**src/rtl/fetch_pkg.sv**
```systemverilog
// Shared types and helpers for the instruction fetch front end.
// The fetch bundle width is fixed here because the queue entry struct
// is sized by it; the top-level FETCH_WORDS parameter must match.
package fetch_pkg;

    localparam int INST_W         = 32;
    localparam int FQ_FETCH_WORDS = 2;
    localparam int FQ_OFF_W       = $clog2(FQ_FETCH_WORDS);

    // One buffered fetch bundle: raw words, aligned address of word 0,
    // and the index of the next word still to be handed to decode.
    typedef struct packed {
        logic [FQ_FETCH_WORDS*INST_W-1:0] data;
        logic [31:0]                      base;
        logic [FQ_OFF_W-1:0]              idx;
    } fq_entry_t;

    // Clear the byte offset within a fetch bundle.
    function automatic logic [31:0] bundle_align(input logic [31:0] addr);
        return addr & ~(32'(FQ_FETCH_WORDS * 4) - 32'd1);
    endfunction

endpackage

```
**src/rtl/fetch_queue.sv**
```systemverilog
// Circular bundle queue with flush and in-place update of the head entry's
// consume index. An entry is popped once its last word has been taken.
module fetch_queue
    import fetch_pkg::*;
#(
    parameter int DEPTH = 4,
    parameter int CNT_W = $clog2(DEPTH + 1)
) (
    input  logic              clk,
    input  logic              rst_n,
    input  logic              flush,
    input  logic              push,
    input  fq_entry_t         push_entry,
    input  logic [FQ_OFF_W:0] take,
    output fq_entry_t         head_entry,
    output logic              head_valid,
    output logic [CNT_W-1:0]  count
);

    localparam int PTR_W = (DEPTH > 1) ? $clog2(DEPTH) : 1;
    localparam int IDX_W = FQ_OFF_W + 1;

    fq_entry_t        entry_mem [DEPTH];
    logic [PTR_W-1:0] head_reg;
    logic [PTR_W-1:0] tail_reg;
    logic [CNT_W-1:0] count_reg;
    logic [IDX_W-1:0] idx_sum;
    logic             pop;

    function automatic logic [PTR_W-1:0] ptr_inc(input logic [PTR_W-1:0] p);
        if (p == PTR_W'(DEPTH - 1)) begin
            return '0;
        end
        return p + PTR_W'(1);
    endfunction

    assign head_entry = entry_mem[head_reg];
    assign head_valid = (count_reg != '0);
    assign count      = count_reg;
    assign idx_sum    = {1'b0, head_entry.idx} + take;
    assign pop        = head_valid && (take != '0) && (idx_sum >= IDX_W'(FQ_FETCH_WORDS));

    // Pointer and occupancy bookkeeping; flush empties the queue outright.
    always_ff @(posedge clk or negedge rst_n) begin
        if (!rst_n) begin
            head_reg  <= '0;
            tail_reg  <= '0;
            count_reg <= '0;
        end else if (flush) begin
            head_reg  <= '0;
            tail_reg  <= '0;
            count_reg <= '0;
        end else begin
            if (pop) begin
                head_reg <= ptr_inc(head_reg);
            end
            if (push) begin
                tail_reg <= ptr_inc(tail_reg);
            end
            count_reg <= count_reg + CNT_W'(push) - CNT_W'(pop);
        end
    end

    // Entry storage: partial consume rewrites the head index, push fills the tail.
    always_ff @(posedge clk) begin
        if (!flush) begin
            if (head_valid && (take != '0) && !pop) begin
                entry_mem[head_reg].idx <= idx_sum[FQ_OFF_W-1:0];
            end
            if (push) begin
                entry_mem[tail_reg] <= push_entry;
            end
        end
    end

    // A push into a full queue that is not popping the same cycle loses data.
    always_ff @(posedge clk) begin
        if (rst_n && !flush && push) begin
            assert (count_reg < CNT_W'(DEPTH) || pop);
        end
    end

endmodule

```
**src/rtl/fetch_queue_unit.sv**
```systemverilog
// Instruction fetch front end: issues bundle-aligned memory requests under a
// credit limit, buffers in-order responses, and feeds up to ISSUE_W words per
// cycle from the head bundle to decode. Redirect flushes everything and
// discards responses that belong to requests issued before it.
module fetch_queue_unit
    import fetch_pkg::*;
#(
    parameter int          FETCH_WORDS     = FQ_FETCH_WORDS,
    parameter int          ISSUE_W         = 2,
    parameter int          QUEUE_DEPTH     = 4,
    parameter int          MAX_OUTSTANDING = 2,
    parameter logic [31:0] RESET_PC        = 32'h0
) (
    input  logic                               clk,
    input  logic                               rst_n,
    input  logic                               redirect_valid,
    input  logic [31:0]                        redirect_target,
    output logic                               mem_req_valid,
    input  logic                               mem_req_ready,
    output logic [31:0]                        mem_req_addr,
    input  logic                               mem_resp_valid,
    input  logic [FETCH_WORDS*INST_W-1:0]      mem_resp_data,
    output logic [ISSUE_W-1:0]                 dec_valid,
    output logic [ISSUE_W*INST_W-1:0]          dec_inst,
    output logic [ISSUE_W*INST_W-1:0]          dec_pc,
    input  logic [$clog2(ISSUE_W+1)-1:0]       dec_take,
    output logic [$clog2(QUEUE_DEPTH+1)-1:0]   q_count
);

    localparam int          OFF_W        = $clog2(FETCH_WORDS);
    localparam int          IDX_W        = OFF_W + 1;
    localparam int          CNT_W        = $clog2(QUEUE_DEPTH + 1);
    localparam int          OUT_W        = $clog2(MAX_OUTSTANDING + 1);
    localparam logic [31:0] BUNDLE_BYTES = 32'(FETCH_WORDS * 4);

    logic [31:0]      fetch_pc_reg;
    logic [31:0]      resp_base_reg;
    logic [OUT_W-1:0] outstanding_reg;
    logic [OUT_W-1:0] drop_cnt_reg;
    logic [OFF_W-1:0] pending_off_reg;

    logic             credit_ok;
    logic             req_fire;
    logic             resp_push;
    logic [IDX_W-1:0] q_take;
    logic [CNT_W-1:0] q_cnt;
    fq_entry_t        push_entry;
    fq_entry_t        head_entry;
    logic             head_valid;
    logic [INST_W-1:0] head_words [FETCH_WORDS];

    // Outstanding requests are counted against queue space so every
    // response is guaranteed a slot when it lands.
    assign credit_ok     = (int'(q_cnt) + int'(outstanding_reg) < QUEUE_DEPTH) &&
                           (int'(outstanding_reg) < MAX_OUTSTANDING);
    assign mem_req_valid = rst_n && !redirect_valid && credit_ok;
    assign mem_req_addr  = bundle_align(fetch_pc_reg);
    assign req_fire      = mem_req_valid && mem_req_ready;

    // Responses from before the last redirect, or in the redirect cycle itself, are stale.
    assign resp_push = mem_resp_valid && !redirect_valid && (drop_cnt_reg == '0);

    assign push_entry.data = mem_resp_data;
    assign push_entry.base = resp_base_reg;
    assign push_entry.idx  = pending_off_reg;

    assign q_take  = redirect_valid ? '0 : IDX_W'(dec_take);
    assign q_count = q_cnt;

    fetch_queue #(
        .DEPTH (QUEUE_DEPTH),
        .CNT_W (CNT_W)
    ) u_queue (
        .clk        (clk),
        .rst_n      (rst_n),
        .flush      (redirect_valid),
        .push       (resp_push),
        .push_entry (push_entry),
        .take       (q_take),
        .head_entry (head_entry),
        .head_valid (head_valid),
        .count      (q_cnt)
    );

    // Fetch PC, credit, drop and response-address tracking.
    // resp_base_reg follows the address of the next response that will be kept:
    // requests are sequential from the last redirect and responses are in order.
    always_ff @(posedge clk or negedge rst_n) begin
        if (!rst_n) begin
            fetch_pc_reg    <= RESET_PC;
            resp_base_reg   <= bundle_align(RESET_PC);
            outstanding_reg <= '0;
            drop_cnt_reg    <= '0;
            pending_off_reg <= RESET_PC[OFF_W+1:2];
        end else if (redirect_valid) begin
            fetch_pc_reg    <= redirect_target;
            resp_base_reg   <= bundle_align(redirect_target);
            pending_off_reg <= redirect_target[OFF_W+1:2];
            outstanding_reg <= outstanding_reg - OUT_W'(mem_resp_valid);
            drop_cnt_reg    <= outstanding_reg - OUT_W'(mem_resp_valid);
        end else begin
            if (req_fire) begin
                fetch_pc_reg <= bundle_align(fetch_pc_reg) + BUNDLE_BYTES;
            end
            outstanding_reg <= outstanding_reg + OUT_W'(req_fire) - OUT_W'(mem_resp_valid);
            if (mem_resp_valid && (drop_cnt_reg != '0)) begin
                drop_cnt_reg <= drop_cnt_reg - OUT_W'(1);
            end
            if (resp_push) begin
                resp_base_reg   <= resp_base_reg + BUNDLE_BYTES;
                pending_off_reg <= '0;
            end
        end
    end

    // Split the head bundle into addressable words.
    genvar gi;
    generate
        for (gi = 0; gi < FETCH_WORDS; gi++) begin : g_word
            assign head_words[gi] = head_entry.data[gi*INST_W +: INST_W];
        end

        // Decode slots read consecutive words of the head bundle only.
        for (gi = 0; gi < ISSUE_W; gi++) begin : g_slot
            logic [IDX_W-1:0] word_idx;
            assign word_idx = {1'b0, head_entry.idx} + IDX_W'(gi);
            assign dec_valid[gi] = head_valid && (word_idx < IDX_W'(FETCH_WORDS));
            assign dec_inst[gi*INST_W +: INST_W] = head_words[word_idx[OFF_W-1:0]];
            assign dec_pc[gi*INST_W +: INST_W]   = head_entry.base + 32'({word_idx, 2'b00});
        end
    endgenerate

    // Interface protocol checks: decode may not take more than is offered,
    // memory may not answer unrequested, and the package sizing must match.
    always_ff @(posedge clk) begin
        if (rst_n) begin
            assert (FETCH_WORDS == FQ_FETCH_WORDS);
            if (!redirect_valid) begin
                assert ($countones(dec_valid) >= int'(dec_take));
            end
            if (mem_resp_valid) begin
                assert (outstanding_reg != '0);
            end
        end
    end

endmodule

```
**config.mk**
```make
export PLATFORM = sky130hd
export DESIGN_NAME = fetch_queue_unit
export DESIGN_NICKNAME = d
export VERILOG_FILES = /design/src/rtl/fetch_pkg.sv /design/src/rtl/fetch_queue.sv /design/src/rtl/fetch_queue_unit.sv
export SDC_FILE = /design/constraint.sdc
export NUM_CORES = 1
export LEC_CHECK = 0
export CAP_MARGIN = 20
export CORE_ASPECT_RATIO = 0.5
export CORE_MARGIN = 5
export CORE_UTILIZATION = 25
export DETAILED_ROUTE_END_ITERATION = 16
export GPL_TIMING_DRIVEN = 0
export PLACE_DENSITY = 0.52
export SETUP_SLACK_MARGIN = 0.4
export SLEW_MARGIN = 10
export SYNTH_ARGS = -nofsm -noshare
export SYNTH_HDL_FRONTEND = slang
export SYNTH_SLANG_ARGS = --single-unit
```
**constraint.sdc**
```tcl
create_clock -name clk -period 10.62 [get_ports clk]
set_clock_uncertainty 0.15 [all_clocks]
set_input_delay 2.124 -clock clk [delete_from_list [all_inputs] [get_ports clk]]
set_output_delay 2.124 -clock clk [all_outputs]
set_load 0.01 [all_outputs]
```
======== After elaboration in Yosys (flattened, before gate mapping) ========
Memory sizes are Yosys's and may differ from the RTL's.
Index checks and enable logic that the tools add are counted.
cells by class
  add/subtract/negate cells ............... 15
  order comparisons ....................... 7
  equal/unequal tests ..................... 2
  mux-type cells .......................... 37
  bitwise gates (word level) .............. 2
  reduce and logical (&&, ||, !) cells .... 22
operators by type and width
  cell                   number
  $mux 32                10
  $add 32x4->32 const B  2
  $add 32x3->32          1
  $add 32x4->32          1
  $mux 2                 12
  $mux 1                 14
  $logic_and 1x1->1      12
  $reduce_bool 2->1      6
  $ge 2x2->1 const B     3
  $add 2x1->2 const B    2
  $add 3x2->4            1
  $eq 2x2->1 const B     2
  $lt 2x2->1 const B     2
  $lt 4x3->1 const B     1
  $not 1->2              2
  $sub 2x1->2            2
  $add 3x1->3            1
  $mux 3                 1
  $reduce_bool 3->1      1
  $sub 3x1->3            1
  $add 1x1->2 const B    1
  $add 1x2->2            1
  $add 2x1->2            1
  $logic_not 1->1        2
  3 further kinds        3
storage, ports and cells
  bits in registers ....................... 76
  bits in writable memories ............... 388
  input port bits ......................... 103
  output and inout bits ................... 166
  word-level logic and storage cells ...... 94
  memories ................................ 1
memory list
  name               depth  bits a word  rd ports  clocked after Yosys merged registers in  wr ports  RTL line           RTL
  u_queue.entry_mem  4      97           1         0                                        2         fetch_queue.sv:23  fq_entry_t entry_mem [DEPTH];

======== Depth between registers and ports, before layout ========
  word-level depth ........................ 9
  mapped depth ............................ 15
  gate-level depth less buffers ........... 12

======== Modules after synthesis ========
From an unflattened synthesis, not the netlist that was laid out.
second synthesis, totals
  cell total of the unflattened synthesis .. 1205
  area total of the unflattened synthesis .. 20175.6 µm²
by module, submodules not included
  module            instances  cells an instance  area each (µm²)  sequential area each (µm²)
  fetch_queue       1          570                14590.2          11826.3
  fetch_queue_unit  1          635                5585.4           1576.5

======== Worst setup path after synthesis ========
No wires, ideal clock.
  kind .................................... input-to-reg
  start ................................... input mem_resp_valid
  end ..................................... memory u_queue.entry_mem[0][0] (netlist bit), data pin
  setup time .............................. 0.265 ns
  arrival time ............................ 5.150 ns
  required time ........................... 10.205 ns
  path slack .............................. 5.055 ns
  cell stages on the path ................. 4
  path buffers ............................ 1
  cell sequence ........................... and2_1 clkbuf_1 and3_1 mux2_2
RTL lines
  element          RTL line                RTL
  start, declared  fetch_queue_unit.sv:21  input logic mem_resp_valid,
  end, declared    fetch_queue.sv:23

======== Worst setup path in the final report ========
  start ................................... register u_queue.head_reg[1]
  end ..................................... output dec_pc[63]
on the way
  longest elaborated chain between the ends .. 3
ends and longest elaborated chain
  element                 RTL line                 RTL
  start, declared         fetch_queue.sv:24        logic [PTR_W-1:0] head_reg;
  start signal, assigned  fetch_queue.sv:55        head_reg <= ptr_inc(head_reg);
  $mem_v2 4x97 (*)        -
  $add 1x1->2             fetch_queue_unit.sv:126  assign word_idx = {1'b0, head_entry.idx} + IDX_W'(gi);
  $add 32x4->32 (*)       fetch_queue_unit.sv:129  assign dec_pc[gi*INST_W +: INST_W] = head_entry.base + 32'({word_idx, 2'b00});
  end, declared           fetch_queue_unit.sv:25   output logic [ISSUE_W*INST_W-1:0] dec_pc,
Every way passes the cells marked *; elsewhere a longest branch is shown, timed or not.

==> flow_summary_export.csv <==
group,metric,value,unit
run_status,status,"finished clean",
cts,cts_tree,"built",
detailed_routing,via_per_inst,4.409,
detailed_routing,drc,0,
power_and_ir_drop,seqPwrFrac,44.1,%
final_layout,areaGrowthSynthToFinish,28.99,%
cts,cts.sinks,446,
die,initial_core_util,25.32,%
detailed_routing,first_pass_iters,5,
final_layout,fillerInstances,7338,
power_and_ir_drop,ir_worst_vdd,0.1082,mV
detailed_routing,first_iter_violations,626,
worst_setup_path,cp_slowest_stage_delay,0.68,ns
cts,clk_pin_slew,0.06,ns
synth,yosysWarnings,0,
synth,synthArstFlopShare,15.70,%
worst_setup_path,start_kind,"register",
die,io-pin-count,269,
timing,period_share,74.34,%
worst_setup_path,slowest_stage,"nor4b_1",
cts,cts_setup_buffers,0,
global_route,grt_pass1_vias,11320,
timing,fmax,126.7,MHz
synth,netlist_area,19100,um^2
timing,drv_slew,0,
cts,ctsLongestPathBuffers,3,
synth,synth_seq_cells,446,
synth,synth.distinct_cells,51,
worst_setup_path,path_common_cell,"buf_2",
cts,ctsResizeCount,0,
timing,worst_pin_slew,0.9623,ns
timing,relSlewSlack,35.84,%
synth,syn-instance-count,1108,
placed_design,dp_hpwl,35.76,mm
final_layout,fin_area,24630,um^2
final_layout,layout.nets,1553,
global_route,antenna_found_initial,0,
placed_design,dpl_cell_area,23230,um^2
worst_setup_path,worstPathRequired,8.35,ns
die,die_h,205.4,um
worst_setup_path,crit_fanout,10,
synth,ys_seq_area_share,68.30,%
die,fp.dieW,400.9,um
die,core_region_area,75420,um^2
power_and_ir_drop,power.internal,3.450,mW
worst_setup_path,crit_path_end_kind,"output port",
timing,rsz0062_at_grt,"false",
power_and_ir_drop,p_leak,8.046,nW
timing,tns,0,ns
cts,cts_root_buffer,"clkbuf_16",
power_and_ir_drop,switching_share,26.60,%
synth,yosysMostFrequentCell,"edfxtp_1",
synth,avgSynthCellArea,17.24,um^2
detailed_routing,wl_per_cell,20.31,um
die,core.rowCount,71,
timing,setup_violations,0,
cts,numCtsBuffers,45,
cts,hold_buffers,0,
detailed_routing,routed_wl,50.50,mm
global_route,grt_usage,12.00,%
timing,finalHoldViolCount,0,
synth,yosysTopAreaCellShare,59.12,%
global_route,grt_pass1_wl,74.86,mm
min_path,hp-class,"reg -> reg",
final_layout,layout-drive-gt1-share,19.73,%
placed_design,port_buffers,258,
power_and_ir_drop,p_per_area,190.8,nW/um^2
worst_setup_path,crit_family,"buffers and inverters",
power_and_ir_drop,switching_power,1.250,mW
detailed_routing,route.vias.total,10970,
cts,clock_latency,0.57,ns
worst_setup_path,crit_chain,"buf_2, buf_2, buf_2, buf_2, buf_1, mux4_2, ha_1, and3_1, clkbuf_1, nand2_1, nor4b_1, xor2_1, clkdlybuf4s50_1",
synth,synth_area_leaders,"edfxtp_1 (59%), mux4_2 (11%), dfrtp_1 (9.2%)",
power_and_ir_drop,clockPowerShare,32.5,%
synth,synth_area_leader_cell,"edfxtp_1",
global_route,grt-ovfl-total,0,
final_layout,largest_register_ff_count,376,
placed_design,gp_congestion,0.7970,
timing,fin_crit,7.895,ns
power_and_ir_drop,combPwrFrac,23.5,%
global_route,grt_start_max_net_pins,49,
worst_setup_path,cp.arrival,5.62,ns
synth,synth_common_cells,"edfxtp_1 (376), mux4_2 (94), mux2_2 (84)",
synth,synthFlopType,"edfxtp_1",
worst_setup_path,critical_path_class,"reg -> out",
die,die_area,82350,um^2
detailed_routing,antenna_left,0,
cts,htree_levels,2,
synth,synth-edff-count,376,
worst_setup_path,cp_num_buf_inv,7,
flow_run,drv_cap,0,
final_layout,diodes,0,
layout make-up:
cell class	count	area, um^2	share of cell area [%]
repair buffers	267	2813	11.42
flip-flops and latches	446	13040	52.95
well taps	1022	1279	5.191
multi-input cells	579	5693	23.11
clock buffers	61	1229	4.988
plain buffers	59	291.5	1.183
clock inverters	22	170.2	0.6908
inverters	31	116.4	0.4724
power groups by stage:
| stage | Sequential [mW] | Clock, mW | Combinational, mW |
|---|---|---|---|
| after floorplan | 2.10 | 0 | 0.576 |
| after global placement | 2.12 | 0 | 1.12 |
| after detailed placement | 2.11 | 0 | 1.13 |
| after CTS | 2.07 | 1.58 | 1.14 |
| after global routing | 2.08 | 1.65 | 1.19 |
| final | 2.07 | 1.53 | 1.10 |
worst paths after layout:
kind,start,endpoint,slack [ns],cells after the start
max,u_queue.head_reg[1],dec_pc[63],2.72,13
min,outstanding_reg[1],outstanding_reg[1],0.41,1
max reg2reg,u_queue.head_reg[0],u_queue.count[2],6.25,15
min reg2reg,outstanding_reg[1],outstanding_reg[1],0.41,1
max in group asynchronous,rst_n,u_queue.head_reg[1],8.42,2
min in group asynchronous,rst_n,resp_base_reg[18],1.31,1
kinds of logic (layout without fill, tap and decap cells):
logic type	after synthesis	count (layout)	share of synthesized area, %
DFF	446	446	68.30
AOI/OAI and AO/OA	74	74	2.503
xor gates and xnor gates	71	71	3.256
adders and majority gates	21	21	1.455
and+or+nand+nor	227	227	6.296
other	1	8	0.01964
buffers and inverters	90	440	2.136
muxes	178	178	16.04
layer usage:
| metal | GRT usage, % | vias to the layer above | part of all wire, % |
|---|---|---|---|
| met5 | 0 | - | 0 |
| met4 | 3.677 | 0 | 2.6 |
| met3 | 1.933 | 85 | 3.1 |
| met2 | 23.45 | 171 | 57 |
| met1 | 13.44 | 5689 | 38 |
| li1 | - | 5020 | - |
placed cells by master, fill, tap and decap left out, types with 19 or more instances in the layout:
cell / n
dfrtp_1: 70
xor2_1: 32
nand4_1: 22
nand3_1: 30
inv_1: 29
clkdlybuf4s50_1: 257
nor2_1: 35
nand2_1: 58
clkbuf_16: 47
ha_1: 19
o21ai_0: 21
clkbuf_1: 40
xnor2_1: 39
mux2_2: 84
edfxtp_1: 376
mux4_2: 94
worst reg2reg max path, cell delays in order (launching register included):
cell and delay (ns):
dfrtp_1 0.40, buf_4 0.22, buf_6 0.23, mux4_2 0.63
clkbuf_1 0.45, ha_1 0.44, nor4bb_1 0.15, o21ai_0 0.36
inv_1 0.11, ha_1 0.28, inv_1 0.05, ha_1 0.13
inv_1 0.05, fa_1 0.37, xnor2_1 0.16, nor2_1 0.05
stage by stage:
step	hold WS (ns)	power, mW	std cells	util (%)	setup slack [ns]
2_1_floorplan	0.3260	2.672	1115	-	5.055
3_3_place_gp	0.4029	3.239	2395	30.48	1.712
3_5_place_dp	0.4034	3.242	2404	30.81	3.103
4_1_cts	0.4152	4.786	2487	32.66	2.478
5_1_grt	0.4451	4.922	2487	32.66	2.365
6_report	0.4126	4.700	2487	32.66	2.725
Note: power is estimated with default switching activity, not from simulation.
